[config.mk]
export PLATFORM = sky130hd
export DESIGN_NAME = cacheline_adaptor
export DESIGN_NICKNAME = d
export VERILOG_FILES = /design/src/rtl/cacheline_adaptor.sv
export SDC_FILE = /design/constraint.sdc
export NUM_CORES = 1
export LEC_CHECK = 0
export BUFFER_PORTS_ARGS = -buffer_cell sky130_fd_sc_hd__buf_2
export CORE_AREA = 2 2 305 307
export DETAILED_ROUTE_END_ITERATION = 12
export DIE_AREA = 0 0 307 309
export PLACE_DENSITY_LB_ADDON = 0.05
export SLEW_MARGIN = 20
export SYNTH_ARGS = -nofsm -noshare
export SYNTH_HDL_FRONTEND = slang
export SYNTH_SLANG_ARGS = --single-unit
[constraint.sdc]
create_clock -name clk -period 4.05 [get_ports clk]
set_input_delay 0.2025 -clock clk [delete_from_list [all_inputs] [get_ports clk]]
set_output_delay 0.2025 -clock clk [all_outputs]
set_load 0.01 [all_outputs]
[src/rtl/cacheline_adaptor.sv]
// Adapts 256-bit cache line reads/writes to four 64-bit memory bursts.
// Define CACHELINE_ADAPTOR_PERF_EN to enable the completed-line counters.
module cacheline_adaptor #(
    parameter int unsigned s_offset = 5
) (
    input  logic         clk,
    input  logic         rst,
    input  logic [255:0] line_i,
    output logic [255:0] line_o,
    input  logic [31:0]  address_i,
    input  logic         read_i,
    input  logic         write_i,
    output logic         resp_o,
    input  logic [63:0]  burst_i,
    output logic [63:0]  burst_o,
    output logic [31:0]  address_o,
    output logic         read_o,
    output logic         write_o,
    input  logic         resp_i,
    output logic [31:0]  rd_lines_o,
    output logic [31:0]  wr_lines_o
);

    localparam logic [31:0] AddrMask = ~((32'd1 << s_offset) - 32'd1);

    typedef enum logic [1:0] {StIdle, StRdBurst, StWrBurst, StDone} state_e;

    state_e       state_q, state_d;
    logic [1:0]   count_q, count_d;
    logic [31:0]  addr_q, addr_d;
    logic [255:0] rline_q, rline_d;
    logic [255:0] wline_q, wline_d;

    always_ff @(posedge clk) begin
        if (rst) begin
            state_q <= StIdle;
            count_q <= 2'd0;
            addr_q  <= 32'd0;
            rline_q <= 256'd0;
            wline_q <= 256'd0;
        end else begin
            state_q <= state_d;
            count_q <= count_d;
            addr_q  <= addr_d;
            rline_q <= rline_d;
            wline_q <= wline_d;
        end
    end

    always_comb begin
        state_d = state_q;
        count_d = count_q;
        addr_d  = addr_q;
        rline_d = rline_q;
        wline_d = wline_q;
        unique case (state_q)
            StIdle: begin
                // Write takes priority when both requests are raised together.
                if (write_i) begin
                    state_d = StWrBurst;
                    addr_d  = address_i & AddrMask;
                    wline_d = line_i;
                    count_d = 2'd0;
                end else if (read_i) begin
                    state_d = StRdBurst;
                    addr_d  = address_i & AddrMask;
                    count_d = 2'd0;
                end
            end
            StRdBurst: begin
                if (resp_i) begin
                    rline_d[{count_q, 6'd0} +: 64] = burst_i;
                    count_d = count_q + 2'd1;
                    if (count_q == 2'd3) state_d = StDone;
                end
            end
            StWrBurst: begin
                if (resp_i) begin
                    count_d = count_q + 2'd1;
                    if (count_q == 2'd3) state_d = StDone;
                end
            end
            StDone: begin
                state_d = StIdle;
            end
            default: state_d = StIdle;
        endcase
    end

    assign address_o = addr_q;
    assign line_o    = rline_q;
    assign read_o    = (state_q == StRdBurst);
    assign write_o   = (state_q == StWrBurst);
    assign resp_o    = (state_q == StDone);
    assign burst_o   = (state_q == StWrBurst) ? wline_q[{count_q, 6'd0} +: 64] : 64'd0;

`ifdef CACHELINE_ADAPTOR_PERF_EN
    logic        is_wr_q;
    logic [31:0] rd_lines_q, wr_lines_q;

    always_ff @(posedge clk) begin
        if (rst) begin
            is_wr_q    <= 1'b0;
            rd_lines_q <= 32'd0;
            wr_lines_q <= 32'd0;
        end else begin
            // Direction is captured on the IDLE exit edge and held through DONE.
            if (state_q == StIdle) is_wr_q <= write_i;
            if (state_q == StDone) begin
                if (is_wr_q) wr_lines_q <= wr_lines_q + 32'd1;
                else         rd_lines_q <= rd_lines_q + 32'd1;
            end
        end
    end

    assign rd_lines_o = rd_lines_q;
    assign wr_lines_o = wr_lines_q;
`else
    assign rd_lines_o = 32'd0;
    assign wr_lines_o = 32'd0;
`endif

endmodule

==> impl_metrics.env <==
export IMPL_multi_input_area_um2=9450
export IMPL_setup_tns_ns=0
export IMPL_vias=21156
export IMPL_maxSlewHeadroom_pct=31.5
export IMPL_clock_latency_ns=0.61
export IMPL_dr_pass1_iters=5
export IMPL_fp_dieH_um=309
export IMPL_synth_edf_count=0
export IMPL_rsz0062_at_grt="false"
export IMPL_drt_initial_drc_count=1118
export IMPL_wl_um=93400
export IMPL_place_inst=4201
export IMPL_drv_cap=0
export IMPL_grt_pass1_wl_um=137000
export IMPL_finClkSkew_ns=0.0262
export IMPL_fillers=9736
export IMPL_die_w_um=307
export IMPL_crit_path_end_kind="output pin"
export IMPL_grt_max_degree=157
export IMPL_routedWlPerCell_um=20.0
export IMPL_fin_cells=4669
export IMPL_max_slew_worst_pin_slew_ns=1.03
export IMPL_cts_setup_buffers=0
export IMPL_track_usage_pct=18.9
export IMPL_cts_tree="done"
export IMPL_clkSlewWorstSetupHoldPaths_ns=0.06
export IMPL_synth_cell_types=35
export IMPL_antenna_found_initial=2
export IMPL_irDropWorstVdd_mv=0.328
export IMPL_seq_area_frac_synth_pct=50.6
export IMPL_overflow=0
export IMPL_dp_hpwl_um=62300
export IMPL_clock_sinks=543
export IMPL_layout_drive_gt1_share_pct=26.3
export IMPL_cts_root_buf="clkbuf_16"
export IMPL_syn_avg_cell_area_um2=8.58
export IMPL_portBuffers=701
export IMPL_htree_num_levels=3
export IMPL_clock_path_buffers=3
export IMPL_period_share_pct=72.2
export IMPL_area_growth_pct=45.7
export IMPL_ant_nets=0
export IMPL_io_pins=776
export IMPL_syn_area_um2=21500
export IMPL_crit_required_ns=3.85
export IMPL_ys_ff_latch=543
export IMPL_setup_viol=0
export IMPL_grt_pass1_vias=21526
export IMPL_max_freq_mhz=342
export IMPL_die_area_um2=94900
export IMPL_numCtsBuffers=68
export IMPL_p_leak_nw=13.0
export IMPL_finalCriticalPeriod_ns=2.93
export IMPL_ys_warnings_count=0
export IMPL_status="finished, final reports clean"
export IMPL_nets=3802
export IMPL_core_rowCount=111
export IMPL_route_detailed_drc=0
export IMPL_slew_viol_final=0
export IMPL_synth_flop_cell="dfxtp_1"
export IMPL_start_util_pct=23.5
export IMPL_regArea_um2=10900
export IMPL_cp_arrival_ns=2.72
export IMPL_routabilityCongestion=0.792
export IMPL_core_area_um2=91400
export IMPL_p_per_area_nw_per_um2=513
export IMPL_critPathKind="register to output pin"
export IMPL_start_kind="register"
export IMPL_cp_max_fo=54
export IMPL_hold_violations=0
export IMPL_syn_inst=2504
export IMPL_viasPerCell=4.53
export IMPL_ys_async_sr_fraction_pct=0
export IMPL_hold_path_class="input port to register"
-- cell usage in the layout (no fill, tap or decap), drive strengths merged --
| cell type | n |
|---|---|
| diode | 2 |
| nand4 | 2 |
| nand3 | 195 |
| and2 | 65 |
| a211o | 1 |
| o311a | 1 |
| or3 | 1 |
| a32o | 64 |
| conb | 69 |
| o21ai | 4 |
| nor2b | 2 |
| o31ai | 1 |
| mux4 | 64 |
| inv | 8 |
| nor4b | 2 |
| o21a | 1 |
| buf | 731 |
| a21oi | 476 |
| dfxtp | 543 |
| nand2 | 762 |
| nor4 | 1 |
| clkbuf | 106 |
| nor4bb | 1 |
| dlygate4sd3 | 347 |
| clkinv | 10 |
| o311ai | 2 |
| nand2b | 3 |
| and3 | 3 |
| nor3b | 2 |
| ha | 13 |
| a21boi | 1 |
-- critical path, stage by stage, from the launching register on --
cell and delay (ns):
dfxtp_4 0.51, buf_4 0.78, mux4_2 0.43, and2_1 0.18, buf_2 0.15
-- Yosys cell counts, types with 13 or more instances --
cell type  number  area share [%]
clkbuf_1      142             2.5
mux4_2         64             6.7
buf_4          71             2.5
a21oi_1       476              11
a32o_1         64             3.0
ha_1           13            0.76
buf_6          13            0.68
and2_1         65             1.9
nand3_1       194             4.5
dfxtp_1       543              51
buf_1          21            0.37
nand2_1       762              13
buf_2          41            0.95
-- what timing repair did --
item	CTS	global route
endpoints found under the hold margin	539	0
resized for setup	0	0
hold buffers	347	0
-- cell type report --
type,instances,area share (%)
Inverter,5,0.0599
Sequential cell,543,34.7
Timing Repair Buffer,1078,23.4
Antenna cell,2,0.0160
Clock inverter,13,0.316
Clock buffer,106,6.60
Multi-Input combinational cell,1736,30.2
Tap cell,1186,4.74
-- kinds of logic (layout without fill, tap and decap cells) --
group / Yosys count / after routing / synth area share [%]
AOI/OAI and AO/OA: 551 / 551 / 14.4
adders and majority gates: 13 / 13 / 0.757
buffers and inverters: 293 / 1202 / 7.05
DFF: 543 / 543 / 50.6
muxes: 64 / 64 / 6.71
other: 1 / 71 / 0.0174
and+or+nand+nor: 1039 / 1039 / 20.5
-- layer usage --
layer  GRT usage (%)  up-vias  share of wire (%)
met5               0        -             0.0075
met4            6.44        2                3.1
met3            4.90      136                6.6
met2            32.8      616                 49
met1            22.6    10194                 41
li1                -    10208                  -
-- where the power goes --
| part | switching (mW) | total (mW) | internal (mW) |
|---|---|---|---|
| Clock | 2.45 | 5.96 | 3.51 |
| Combinational | 2.31 | 3.84 | 1.53 |
| Sequential | 0.316 | 6.26 | 5.94 |
| Total | 5.07 | 16.1 | 11.0 |
-- final timing paths --
path,from,endpoint,slack (ns),cells past startpoint
worst max-delay path,count_q[1],burst_o[40],1.12,4
worst max register to register,state_q[1],line_o[114],1.35,6
worst min register to register,line_o[96],line_o[96],0.45,2
worst min-delay path,rst,state_q[0],0.12,2
-- flip-flops by register name, indices dropped and copies added, names as in the netlist --
name / count
count_q: 2
wline_q: 256
address_o: 27
line_o: 256
state_q: 2
-- through the flow --
step                utilization (%)  setup slack [ns]  instance area (um^2)  total power [mW]  hold slack [ns]
global route                   34.3             0.990                 31300              17.0            0.151
CTS                            34.3              1.02                 31300              16.4            0.102
finish                         34.3              1.12                 31300              16.1            0.118
floorplan                         -              1.55                 21700              8.72            0.328
detailed placement             28.1              1.30                 25700              10.0            0.441
global placement               28.1              1.38                 25700              9.96            0.437
No activity file was read; power rests on OpenSTA's default activity.
